===== src/rtl/tick_generator_if.sv =====
// Bus between the timebase and its consumers: run/clear/divisor controls
// going in, divided pulses and status coming back.
// half_tick is present only when TICKGEN_HALF_EN is defined.
interface tick_generator_if #(
    parameter int DIV_W  = 27,
    parameter int TCNT_W = 16
);
    logic              start;
    logic              clear;
    logic              div_load;
    logic [DIV_W-1:0]  div_value;
    logic [DIV_W-1:0]  div_q;
    logic              tick;
    logic              clk_out;
    logic [TCNT_W-1:0] tick_count;
    logic              refresh_tick;
`ifdef TICKGEN_HALF_EN
    logic              half_tick;

    modport master (
        output start, clear, div_load, div_value,
        input  div_q, tick, clk_out, tick_count, refresh_tick, half_tick
    );

    modport slave (
        input  start, clear, div_load, div_value,
        output div_q, tick, clk_out, tick_count, refresh_tick, half_tick
    );
`else
    modport master (
        output start, clear, div_load, div_value,
        input  div_q, tick, clk_out, tick_count, refresh_tick
    );

    modport slave (
        input  start, clear, div_load, div_value,
        output div_q, tick, clk_out, tick_count, refresh_tick
    );
`endif
endinterface


===== src/rtl/tick_generator.sv =====
// Kitchen timer timebase: divides clk_in by a runtime-loadable divisor and
// produces a one-cycle tick, a 50% duty clk_out, a wrapping tick counter and
// a free-running display refresh pulse. Every output comes from a register.
// Optional feature macro: TICKGEN_HALF_EN adds the mid-period half_tick pulse.
module tick_generator #(
    parameter int DIV_W       = 27,
    parameter int DEFAULT_DIV = 100_000_000,
    parameter int REFRESH_DIV = 100_000,
    parameter int TCNT_W      = 16
) (
    input  logic            clk_in,
    input  logic            reset,
    tick_generator_if.slave bus
);
    localparam int REF_W = (REFRESH_DIV > 1) ? $clog2(REFRESH_DIV) : 1;
    localparam logic [DIV_W-1:0] RESET_DIV = DIV_W'(DEFAULT_DIV);
    localparam logic [DIV_W-1:0] MIN_DIV   = DIV_W'(2);
    localparam logic [REF_W-1:0] REF_LAST  = REF_W'(REFRESH_DIV - 1);

    logic [DIV_W-1:0]  cnt;
    logic [DIV_W-1:0]  div_q;
    logic [DIV_W-1:0]  div_clamped;
    logic              terminal;
    logic              tick;
    logic              clk_out;
    logic [TCNT_W-1:0] tick_count;
    logic [REF_W-1:0]  ref_cnt;
    logic              refresh_tick;

    // Divisors below two would make a period with no room for a pulse, so force them up to two
    always_comb begin
        div_clamped = bus.div_value;
        if (bus.div_value < MIN_DIV) begin
            div_clamped = MIN_DIV;
        end
    end

    assign terminal = (cnt == div_q - DIV_W'(1));

    // Period counter, divisor register and tick outputs; clear beats load, load beats counting
    always_ff @(posedge clk_in or posedge reset) begin
        if (reset) begin
            cnt        <= '0;
            div_q      <= RESET_DIV;
            tick       <= 1'b0;
            clk_out    <= 1'b0;
            tick_count <= '0;
        end else if (bus.clear) begin
            cnt        <= '0;
            tick       <= 1'b0;
            clk_out    <= 1'b0;
            tick_count <= '0;
            if (bus.div_load) begin
                div_q <= div_clamped;
            end
        end else if (bus.div_load) begin
            div_q <= div_clamped;
            cnt   <= '0;
            tick  <= 1'b0;
        end else if (bus.start) begin
            if (terminal) begin
                cnt        <= '0;
                tick       <= 1'b1;
                clk_out    <= ~clk_out;
                tick_count <= tick_count + TCNT_W'(1);
            end else begin
                cnt  <= cnt + DIV_W'(1);
                tick <= 1'b0;
            end
        end else begin
            tick <= 1'b0;
        end
    end

    // Display refresh runs from reset alone so the 7-seg mux never stalls
    always_ff @(posedge clk_in or posedge reset) begin
        if (reset) begin
            ref_cnt      <= '0;
            refresh_tick <= 1'b0;
        end else if (ref_cnt == REF_LAST) begin
            ref_cnt      <= '0;
            refresh_tick <= 1'b1;
        end else begin
            ref_cnt      <= ref_cnt + REF_W'(1);
            refresh_tick <= 1'b0;
        end
    end

    assign bus.div_q        = div_q;
    assign bus.tick         = tick;
    assign bus.clk_out      = clk_out;
    assign bus.tick_count   = tick_count;
    assign bus.refresh_tick = refresh_tick;

`ifdef TICKGEN_HALF_EN
    logic half_tick;
    logic mid_point;

    assign mid_point = (cnt == (div_q >> 1) - DIV_W'(1));

    // Mid-period pulse for the colon blink; clear, load and pause silence it just like tick
    always_ff @(posedge clk_in or posedge reset) begin
        if (reset) begin
            half_tick <= 1'b0;
        end else if (bus.clear || bus.div_load) begin
            half_tick <= 1'b0;
        end else if (bus.start) begin
            half_tick <= mid_point;
        end else begin
            half_tick <= 1'b0;
        end
    end

    assign bus.half_tick = half_tick;
`endif
endmodule


===== src/flat_wrapper.sv =====
// flat-port wrapper written by rule: the top's interface ports become plain ports
module tick_generator_flat 
#(
    parameter int DIV_W       = 27,
    parameter int DEFAULT_DIV = 100_000_000,
    parameter int REFRESH_DIV = 100_000,
    parameter int TCNT_W      = 16
)
  (clk_in, reset, bus_start, bus_clear, bus_div_load, bus_div_value, bus_div_q, bus_tick, bus_clk_out, bus_tick_count, bus_refresh_tick);
  tick_generator_if #(.DIV_W(DIV_W), .TCNT_W(TCNT_W)) bus_i ();
  input  logic clk_in;
  input  logic reset;
  input wire logic [$bits(bus_i.start)-1:0] bus_start;
  input wire logic [$bits(bus_i.clear)-1:0] bus_clear;
  input wire logic [$bits(bus_i.div_load)-1:0] bus_div_load;
  input wire logic [$bits(bus_i.div_value)-1:0] bus_div_value;
  output wire logic [$bits(bus_i.div_q)-1:0] bus_div_q;
  output wire logic [$bits(bus_i.tick)-1:0] bus_tick;
  output wire logic [$bits(bus_i.clk_out)-1:0] bus_clk_out;
  output wire logic [$bits(bus_i.tick_count)-1:0] bus_tick_count;
  output wire logic [$bits(bus_i.refresh_tick)-1:0] bus_refresh_tick;
  assign bus_i.start = bus_start;
  assign bus_i.clear = bus_clear;
  assign bus_i.div_load = bus_div_load;
  assign bus_i.div_value = bus_div_value;
  assign bus_div_q = bus_i.div_q;
  assign bus_tick = bus_i.tick;
  assign bus_clk_out = bus_i.clk_out;
  assign bus_tick_count = bus_i.tick_count;
  assign bus_refresh_tick = bus_i.refresh_tick;
  tick_generator #(.DIV_W(DIV_W), .DEFAULT_DIV(DEFAULT_DIV), .REFRESH_DIV(REFRESH_DIV), .TCNT_W(TCNT_W)) u_core (.clk_in(clk_in), .reset(reset), .bus(bus_i));
endmodule

===== config.mk =====
export PLATFORM = sky130hd
export DESIGN_NAME = tick_generator_flat
export DESIGN_NICKNAME = d
export VERILOG_FILES = /design/src/rtl/tick_generator_if.sv /design/src/rtl/tick_generator.sv /design/src/flat_wrapper.sv
export SDC_FILE = /design/constraint.sdc
export NUM_CORES = 1
export LEC_CHECK = 0
export CORE_ASPECT_RATIO = 1.75
export CORE_UTILIZATION = 59
export DETAILED_ROUTE_END_ITERATION = 16
export HOLD_SLACK_MARGIN = 0.05
export PLACE_DENSITY = 0.86
export SYNTH_ARGS = -nofsm -noshare
export SYNTH_HDL_FRONTEND = slang
export SYNTH_SLANG_ARGS = --single-unit

===== constraint.sdc =====
create_clock -name clk_in -period 5.6 [get_ports clk_in]
set_input_delay 1.12 -clock clk_in [delete_from_list [all_inputs] [get_ports clk_in]]
set_output_delay 1.12 -clock clk_in [all_outputs]
set_load 0.01 [all_outputs]

==> results of run 1 <==
==> synthesized netlist by cell type, types with 3 or more instances <==
cell | n | area, um^2
a21o_1 | 5 | 37.5
a21oi_1 | 23 | 115
xnor2_1 | 21 | 184
a211oi_1 | 3 | 22.5
mux2_2 | 22 | 248
inv_1 | 23 | 86.3
xor2_1 | 23 | 201
and2_1 | 9 | 56.3
a41oi_1 | 3 | 26.3
nor4_1 | 18 | 113
and3_1 | 13 | 81.3
dfrtp_1 | 78 | 1950
dfstp_2 | 12 | 315
nor3_1 | 31 | 155
nand3b_1 | 3 | 22.5
ha_1 | 4 | 50.1
a21bo_2 | 3 | 30.0
nor2b_1 | 7 | 43.8
a22o_1 | 7 | 61.3
or3_1 | 8 | 50.1
nand2_1 | 41 | 154
o21ai_0 | 10 | 50.1
nand3_1 | 27 | 135
buf_2 | 7 | 35.0
nand4_1 | 22 | 138
a221o_1 | 17 | 170
clkbuf_1 | 22 | 82.6
or4_1 | 5 | 37.5
or2_2 | 4 | 25.0
o31ai_1 | 11 | 82.6
nor2_1 | 51 | 191
and4_1 | 5 | 43.8
nor4b_1 | 7 | 61.3
a31o_1 | 8 | 70.1
==> path summary, 6_finish.rpt <==
path                            slack (ns)                                   end  cells after the start                             from
worst max register to register        1.42  u_core.bus.tick_count[4]$_DFFE_PP0P_                     11  u_core.bus.div_q[0]$_DFFE_PP0P_
max in group asynchronous             3.30       u_core.bus.div_q[2]$_DFFE_PP0P_                      3                            reset
min in group asynchronous             1.17  u_core.bus.tick_count[3]$_DFFE_PP0P_                      2                            reset
worst max-delay path                  1.42  u_core.bus.tick_count[4]$_DFFE_PP0P_                     11  u_core.bus.div_q[0]$_DFFE_PP0P_
worst min register to register        0.50           u_core.ref_cnt[0]$_DFF_PP0_                      1      u_core.ref_cnt[0]$_DFF_PP0_
worst min-delay path                  0.50           u_core.ref_cnt[0]$_DFF_PP0_                      1      u_core.ref_cnt[0]$_DFF_PP0_
==> critical path: stages (launching register included) <==
cell,delay [ns]
dfrtp_1,0.43
inv_1,0.10
ha_1,0.28
nor2b_1,0.37
nand4b_1,0.23
or4_1,0.53
a2111oi_0,0.48
nand4_1,0.21
nor4_4,0.33
buf_4,0.55
nand4_1,0.18
mux2_1,0.35
==> through the flow <==
step           hold WS [ns]  utilization (%)  std cells  power, mW  setup WS (ns)
2_1_floorplan         0.448                -        582      0.820           2.16
3_3_place_gp          0.463             71.4        754      0.913           1.79
3_5_place_dp          0.485             71.4        754      0.920           1.50
4_1_cts               0.504             75.3        770       1.62           1.46
5_1_grt               0.525             75.3        770       1.66           1.17
6_report              0.505             75.3        770       1.61           1.42
==> report_power, final <==
part	internal (mW)	switching (mW)
clock	0.436	0.261
combinational	0.0984	0.0939
sequential	0.677	0.0417
==> per-layer routing <==
metal	global-route usage (%)	vias to the layer above	part of all wire [%]
met5	0	-	0
met4	19.4	0	5.4
met3	7.83	55	5.1
met2	56.3	190	53
met1	36.3	2410	37
li1	-	2299	-
==> cells in the final DEF (no fill, tap or decap), types with 21 or more instances in the layout <==
cell / count
dfrtp_1: 78
nand2_1: 41
clkdlybuf4s50_1: 77
a21oi_1: 23
nor2_1: 51
xor2_1: 23
nand4_1: 22
nor3_1: 30
xnor2_1: 21
nand3_1: 27
mux2_2: 22
inv_1: 22
==> area by class of cell <==
class / instances / share of cell area (%)
clock buffers: 9 / 3.41
clock inverters: 7 / 1.76
inverters: 23 / 1.32
multi-input cells: 440 / 44.5
flip-flops and latches: 90 / 34.3
well taps: 117 / 2.21
repair buffers: 84 / 12.5
==> kinds of logic after synthesis <==
logic type / share of synthesized area [%]
adder cells (fa/ha/maj): 0.925
AO/OA/AOI/OAI: 15.1
XOR/XNOR: 7.12
buffers and inverters: 3.77
flip-flops: 41.9
multiplexers: 5.16
AND/OR/NAND/NOR: 26.1
==> registers in the layout (all words and copies together), names as in the netlist <==
signal,cells
u_core.bus.div_q,27
u_core.cnt,27
u_core.ref_cnt,17
u_core.bus.tick_count,16
u_core.bus.clk_out,1
u_core.bus.refresh_tick,1
u_core.bus.tick,1
==> flow_summary.json, run 1 <==
{
  "status": "finished clean",
  "dieHeight_um": 129,
  "peakVddDrop_uv": 221,
  "start_kind": "flip-flop",
  "syn-cell-area_um2": 5410,
  "ff_latch_area_um2": 2270,
  "fp-row-count": 45,
  "gp_congestion": 0.899,
  "drt_iter0_drc": 523,
  "synth_top_flop_cell": "dfrtp_1",
  "skew_ns": 0.00907,
  "clock_latency_ns": 0.35,
  "rsz0062_at_grt": "no",
  "period_needed_ns": 4.18,
  "fmax_mhz": 239,
  "avgViaCountPerCell": 6.43,
  "antenna_found_initial": 0,
  "cellLeakagePower_nw": 2.63,
  "cp-end-kind": "flip-flop",
  "overflow": 0,
  "coreArea_um2": 8780,
  "hp-class": "reg2reg",
  "maxCapViolations": 0,
  "required_ns": 5.83,
  "htree_levels": 3,
  "port_buffers": 77,
  "power_density_nw_per_um2": 243,
  "drt-total-wl_mm": 14.3,
  "vias": 4954,
  "drive_above_1_share_pct": 11.2,
  "layout.nets": 684,
  "cts.repair.resized": 0,
  "grt_start_max_net_pins": 63,
  "slew_violations": 0,
  "die_area_um2": 9570,
  "dpl_cell_area_um2": 6270,
  "ys_seq_area_share_pct": 41.9,
  "drt-wirelength-per-cell_um": 18.6,
  "synth_seq_cells": 90,
  "crit_type": "reg2reg",
  "tritoncts": "yes",
  "critical_path.max_fanout": 62,
  "finalSetupViolCount": 0,
  "fin_setup_tns_ns": 0,
  "ys_async_sr_fraction_pct": 100,
  "io_pins": 78,
  "die-width_um": 74.4,
  "cts.sink_count": 90,
  "cts_hold_buf": 0,
  "grt_pass1_vias": 5085,
  "post_cts_buffers": 0,
  "fillers": 665,
  "clockRootBuffer": "clkbuf_16",
  "cts.clk_slew.worst_paths_ns": 0.07,
  "ys_warn_count": 0,
  "postSynthAreaPerCell_um2": 9.30,
  "dr.pass1.iters": 5,
  "slew_headroom_pct": 20.7,
  "drc": 0,
  "cts_max_path_buffers": 2,
  "grtUsageTotal_pct": 33.0,
  "synth_edf_count": 0,
  "cts_buffers": 9,
  "syn-instance-count": 582,
  "dp_hpwl_mm": 10.2,
  "start_util_pct": 61.6,
  "syn_to_final_growth_pct": 22.2,
  "tightestPinTransition_ns": 1.17,
  "antenna_cells": 0,
  "hold_viol": 0,
  "cp.arrival_ns": 4.41,
  "finalInstanceArea_um2": 6610,
  "synth.net_count": 618,
  "timing.final.crit_share_pct": 74.6,
  "yosysUniqueCellTypes": 55,
  "grt_first_pass_wirelength_mm": 24.1,
  "ant_nets": 0,
  "multiInputGateArea_um2": 2950
}
No activity file was read; power rests on OpenSTA's default activity.
==> run 2: changes to the inputs <==
--- a/config.mk
+++ b/config.mk
@@ -6,10 +6,10 @@
 export NUM_CORES = 1
 export LEC_CHECK = 0
 export CORE_ASPECT_RATIO = 1.75
-export CORE_UTILIZATION = 59
+export CORE_UTILIZATION = 50
 export DETAILED_ROUTE_END_ITERATION = 16
 export HOLD_SLACK_MARGIN = 0.05
-export PLACE_DENSITY = 0.86
+export PLACE_DENSITY = 0.77
 export SYNTH_ARGS = -nofsm -noshare
 export SYNTH_HDL_FRONTEND = slang
 export SYNTH_SLANG_ARGS = --single-unit
==> constraint.sdc (replaced) <==
create_clock -name clk_in -period 3.38 [get_ports clk_in]
set_input_delay 0.676 -clock clk_in [delete_from_list [all_inputs] [get_ports clk_in]]
set_output_delay 0.676 -clock clk_in [all_outputs]
set_load 0.01 [all_outputs]
==> run 2 against run 1 <==
  * Core utilization is 8.6 points lower
  * Non-clock buffer count is 36 higher
  * Combinational power is 97% higher
  * Fmax is 30% higher
  * Register-to-register slack worse by 1.2 ns
  * Global-route usage is 5.4 points lower
==> flow_summary.json, run 2 (same netlist as run 1, synthesis figures left out) <==
{
  "critical_path.max_fanout": 14,
  "status": "finished clean",
  "vias": 5114,
  "grt_first_pass_wirelength_mm": 23.8,
  "top_regs": "u_core.bus.div_q x27, u_core.cnt x27, u_core.ref_cnt x17",
  "multiInputGateArea_um2": 2970,
  "slew_violations": 0,
  "finalSetupViolCount": 0,
  "cts_max_path_buffers": 2,
  "wl_met2_mm": 8.05,
  "htree_levels": 3,
  "tritoncts": "yes",
  "dp_hpwl_mm": 10.9,
  "cp_slowest_cell": "or4_1",
  "maxCapViolations": 0,
  "critPathTopFamily": "simple AND/OR/NAND/NOR gates",
  "cp-end-kind": "flip-flop",
  "crit_type": "reg2reg",
  "dieHeight_um": 140,
  "cts.clk_slew.worst_paths_ns": 0.07,
  "grt_start_max_net_pins": 50,
  "io_pins": 78,
  "finish.utilization_pct": 66.7,
  "cellLeakagePower_nw": 2.83,
  "cts_buffers": 9,
  "fp-row-count": 49,
  "skew_ns": 0.00871,
  "cts.sink_count": 90,
  "final_common_cell": "dfrtp_1",
  "critPathBufInv": 2,
  "wl_met1_mm": 5.54,
  "peakVddDrop_uv": 284,
  "start_kind": "flip-flop",
  "period_needed_ns": 3.20,
  "avgViaCountPerCell": 6.27,
  "gp_congestion": 0.843,
  "die-width_um": 80.6,
  "timing.final.crit_share_pct": 94.8,
  "required_ns": 3.61,
  "crit_chain": "inv_1 > ha_1 > nor2b_1 > nand4b_1 > or4_1 > a2111oi_2 > nand4_1 > nor4_4 > nor2_1 > buf_4 > a221o_1",
  "layout.nets": 720,
  "drt_iter0_drc": 222,
  "drt-wirelength-per-cell_um": 18.2,
  "clock_latency_ns": 0.35,
  "drt-total-wl_mm": 14.8,
  "final_cell_mix": "dfrtp_1, clkdlybuf4s50_1, nor2_1",
  "hold_slack_ns": 0.485,
  "grt_pass1_vias": 5062,
  "tightestPinTransition_ns": 0.784,
  "overflow": 0,
  "antenna_cells": 0,
  "hp-class": "reg2reg",
  "grtUsageTotal_pct": 27.6,
  "power_density_nw_per_um2": 392,
  "die_area_um2": 11300,
  "cts_hold_buf": 0,
  "port_buffers": 77,
  "highest_layer": "met4",
  "wl_met3_um": 484,
  "fmax_mhz": 312,
  "start_util_pct": 51.9,
  "drive_above_1_share_pct": 16.3,
  "antenna_found_initial": 0,
  "drc": 0,
  "coreArea_um2": 10400,
  "ant_nets": 0,
  "hold_viol": 0,
  "clockRootBuffer": "clkbuf_16",
  "cp.arrival_ns": 3.43,
  "cpPeakStageDelay_ns": 0.51,
  "dr.pass1.iters": 5,
  "ff_latch_area_um2": 2270,
  "fillers": 858,
  "syn_to_final_growth_pct": 28.4,
  "rsz0062_at_grt": "no",
  "slew_headroom_pct": 47.7,
  "totalPowerFinal_mw": 2.73
}
-- run 2: path summary, 6_finish.rpt --
path	start	end	slack (ns)	cells past startpoint
setup / recovery	u_core.bus.div_q[0]$_DFFE_PP0P_	u_core.cnt[14]$_DFFE_PP0P_	0.18	11
hold / removal	u_core.ref_cnt[0]$_DFF_PP0_	u_core.ref_cnt[0]$_DFF_PP0_	0.48	1
setup reg to reg	u_core.bus.div_q[0]$_DFFE_PP0P_	u_core.cnt[14]$_DFFE_PP0P_	0.18	11
hold reg to reg	u_core.ref_cnt[0]$_DFF_PP0_	u_core.ref_cnt[0]$_DFF_PP0_	0.48	1
max in group asynchronous	reset	u_core.bus.div_q[15]$_DFFE_PP1P_	1.85	3
min in group asynchronous	reset	u_core.bus.tick_count[1]$_DFFE_PP0P_	0.76	2
-- run 2: layer usage --
metal	up-vias	track usage [%]
met1	2538	29.2
met3	49	2.30
met5	-	0
li1	2382	-
met4	0	18.2
met2	145	50.2
-- run 2: per-stage QoR --
stage / setup TNS [ns] / setup slack, ns / area [um^2] / instances
6_report: 0 / 0.176 / 6950 / 816
5_1_grt: 0 / 0.00831 / 6950 / 816
4_1_cts: 0 / 0.0341 / 6910 / 814
3_5_place_dp: -0.158 / -0.0256 / 6550 / 798
3_3_place_gp: -0.292 / -0.0440 / 6550 / 798
2_1_floorplan: 0 / 0.0867 / 5410 / 582
-- run 2: repair_timing --
item | 4_1_cts | 5_1_grt
resized for setup | 2 | 5
setup buffers | 0 | 2
pin swaps | 0 | 1
gates cloned | 0 | 0
endpoints found under the setup margin | 23 | 39
-- run 2: layout make-up --
| class | instances | share of cell area, % |
|---|---|---|
| clock buffers | 10 | 3.44 |
| clock inverters | 6 | 1.62 |
| inverters | 23 | 1.26 |
| multi-input cells | 440 | 42.8 |
| flip-flops and latches | 90 | 32.6 |
| well taps | 127 | 2.29 |
| repair buffers | 120 | 16.0 |
-- run 2: power by group --
group          total (mW)  switching, mW  internal, mW  leakage [nW]
Combinational       0.379          0.185         0.194          1.49
Clock                1.17          0.426         0.745         0.173
Sequential           1.18         0.0537          1.12          1.17
Total                2.73          0.665          2.06          2.83
==> run 3: changes to the inputs <==
==> constraint.sdc (replaced) <==
create_clock -name clk_in -period 2.7 [get_ports clk_in]
set_input_delay 0.54 -clock clk_in [delete_from_list [all_inputs] [get_ports clk_in]]
set_output_delay 0.54 -clock clk_in [all_outputs]
set_load 0.01 [all_outputs]
==> run 3 against run 2 <==
  * The flow now finishes with violations (negative setup slack)
  * Sequential cell count is the same
  * Wire length grew 7.2%
  * Worst setup slack lost 0.59 ns
  * Combinational power rose by 47%
  * Fmax is 2.8% higher
  * Register-to-register slack worse by 0.59 ns
  * First-iteration DRC count increased by 31%
  * Via count rose by 2.4%
  * Cell count is 4.3% higher
  * Design area is 5.7% higher
==> flow_summary.json, run 3 (same netlist as run 1, synthesis figures left out) <==
{
  "status": "complete, but fails checks",
  "violations": "negative setup slack",
  "overflow": 0,
  "antenna_cells": 0,
  "slew_violations": 0,
  "post-place-ws_ns": -0.662,
  "cp-end-kind": "flip-flop",
  "hp-class": "reg2reg",
  "slew_headroom_pct": 58.1,
  "period_needed_ns": 3.12,
  "hold_viol": 0,
  "start_util_pct": 51.9,
  "die_area_um2": 11300,
  "start_kind": "flip-flop",
  "antenna_found_initial": 0,
  "timing.final.crit_share_pct": 115,
  "cellLeakagePower_nw": 3.01,
  "fmax_mhz": 321,
  "dr.pass1.iters": 6,
  "rsz0062_at_grt": "yes",
  "port_buffers": 77,
  "cts_max_path_buffers": 2,
  "grt_pass1_vias": 5251,
  "grtUsageTotal_pct": 29.5,
  "clock_latency_ns": 0.35,
  "dp.cells": 830,
  "grt_first_pass_wirelength_mm": 25.4,
  "drt-wirelength-per-cell_um": 18.7,
  "drt-total-wl_mm": 15.9,
  "worstSetupStartpoint": "u_core.bus.div_q[3]$_DFFE_PP0P_",
  "layout.nets": 755,
  "required_ns": 2.93,
  "tritoncts": "yes",
  "vias": 5239,
  "syn_to_final_growth_pct": 35.7,
  "cp.arrival_ns": 3.35,
  "cts.clk_slew.worst_paths_ns": 0.07,
  "r2r_start": "u_core.bus.div_q[3]$_DFFE_PP0P_",
  "avgViaCountPerCell": 6.16,
  "cts.sink_count": 90,
  "die-width_um": 80.6,
  "cts_buffers": 9,
  "critical_path.max_fanout": 21,
  "drc": 0,
  "power_density_nw_per_um2": 453,
  "finalWorstSetupSlack_ns": -0.416,
  "r2r_setup_slack_ns": -0.42,
  "final_common_cell": "clkdlybuf4s50_1",
  "dp_hpwl_mm": 11.4,
  "cts_hold_buf": 0,
  "totalPowerFinal_mw": 3.32,
  "fp-row-count": 49,
  "coreArea_um2": 10400,
  "crit_type": "reg2reg",
  "hp-start": "u_core.ref_cnt[0]$_DFF_PP0_",
  "hold_slack_ns": 0.499,
  "final_cell_mix": "clkdlybuf4s50_1, dfrtp_1, buf_4",
  "clockRootBuffer": "clkbuf_16",
  "skew_ns": 0.00866,
  "grt_start_max_net_pins": 91,
  "drive_above_1_share_pct": 23.3,
  "finalSetupViolCount": 45,
  "peakVddDrop_uv": 371,
  "drt_iter0_drc": 291,
  "io_pins": 78,
  "htree_levels": 3,
  "instances_no_fill": 851,
  "finish.utilization_pct": 70.4,
  "top_regs": "u_core.bus.div_q x27, u_core.cnt x27, u_core.ref_cnt x17",
  "dieHeight_um": 140,
  "gp_congestion": 0.930,
  "tightestPinTransition_ns": 0.623,
  "ant_nets": 0,
  "maxCapViolations": 0
}
-- run 3: critical path, cell delays in order (launching register included) --
cell and delay, ns:
dfrtp_2 0.45, or4_4 0.60, o21ai_0 0.17, nand4_1 0.13
a2111oi_2 0.43, buf_4 0.18, nand4_1 0.13, nor4_4 0.22
buf_6 0.18, buf_12 0.16, nor3_1 0.06, a221o_1 0.27
-- run 3: repair_timing --
| action | in CTS | in global routing |
|---|---|---|
| cloned | 1 | 0 |
| resized for setup | 14 | 6 |
| pin swaps | 5 | 5 |
| setup endpoints to repair | 45 | 45 |
| buffers inserted | 3 | 1 |
| hold endpoints to repair | 0 | 0 |
-- run 3: final timing paths --
kind,cells past startpoint,end
min in group asynchronous,3,u_core.cnt[4]$_DFFE_PP0P_
max in group asynchronous,3,u_core.bus.div_q[16]$_DFFE_PP1P_
worst max register to register,11,u_core.cnt[24]$_DFFE_PP0P_
worst min register to register,1,u_core.ref_cnt[0]$_DFF_PP0_
worst max-delay path,11,u_core.cnt[24]$_DFFE_PP0P_
worst min-delay path,1,u_core.ref_cnt[0]$_DFF_PP0_
-- run 3: area by class of cell --
cell class                      count  area, um^2
Clock buffer                       11         243
Clock inverter                      5        62.6
Fill cell                         770        3080
Inverter                           23        90.1
Multi-Input combinational cell    441        3100
Sequential cell                    90        2270
Tap cell                          127         159
Timing Repair Buffer              154        1410
-- run 3: metrics by stage --
| stage | TNS, ns | area, um^2 |
|---|---|---|
| 6_report | -15.64 | 7340 |
| 5_1_grt | -21.26 | 7340 |
| 4_1_cts | -14.05 | 7300 |
| 3_5_place_dp | -26.27 | 6900 |
| 3_3_place_gp | -23.74 | 6900 |
| 2_1_floorplan | -12.93 | 5520 |
-- run 3: where the power goes --
part	internal, mW	switching (mW)
clock	0.748	0.552
sequential	1.40	0.0607
combinational	0.289	0.270
-- run 3: layer usage --
layer  vias up  track usage [%]  share of wire (%)
li1       2435                -                  -
met1      2567             30.5                 36
met2       178             52.7                 53
met3        59             4.92                4.5
met4         0             19.3                5.7
met5         -                0                  0
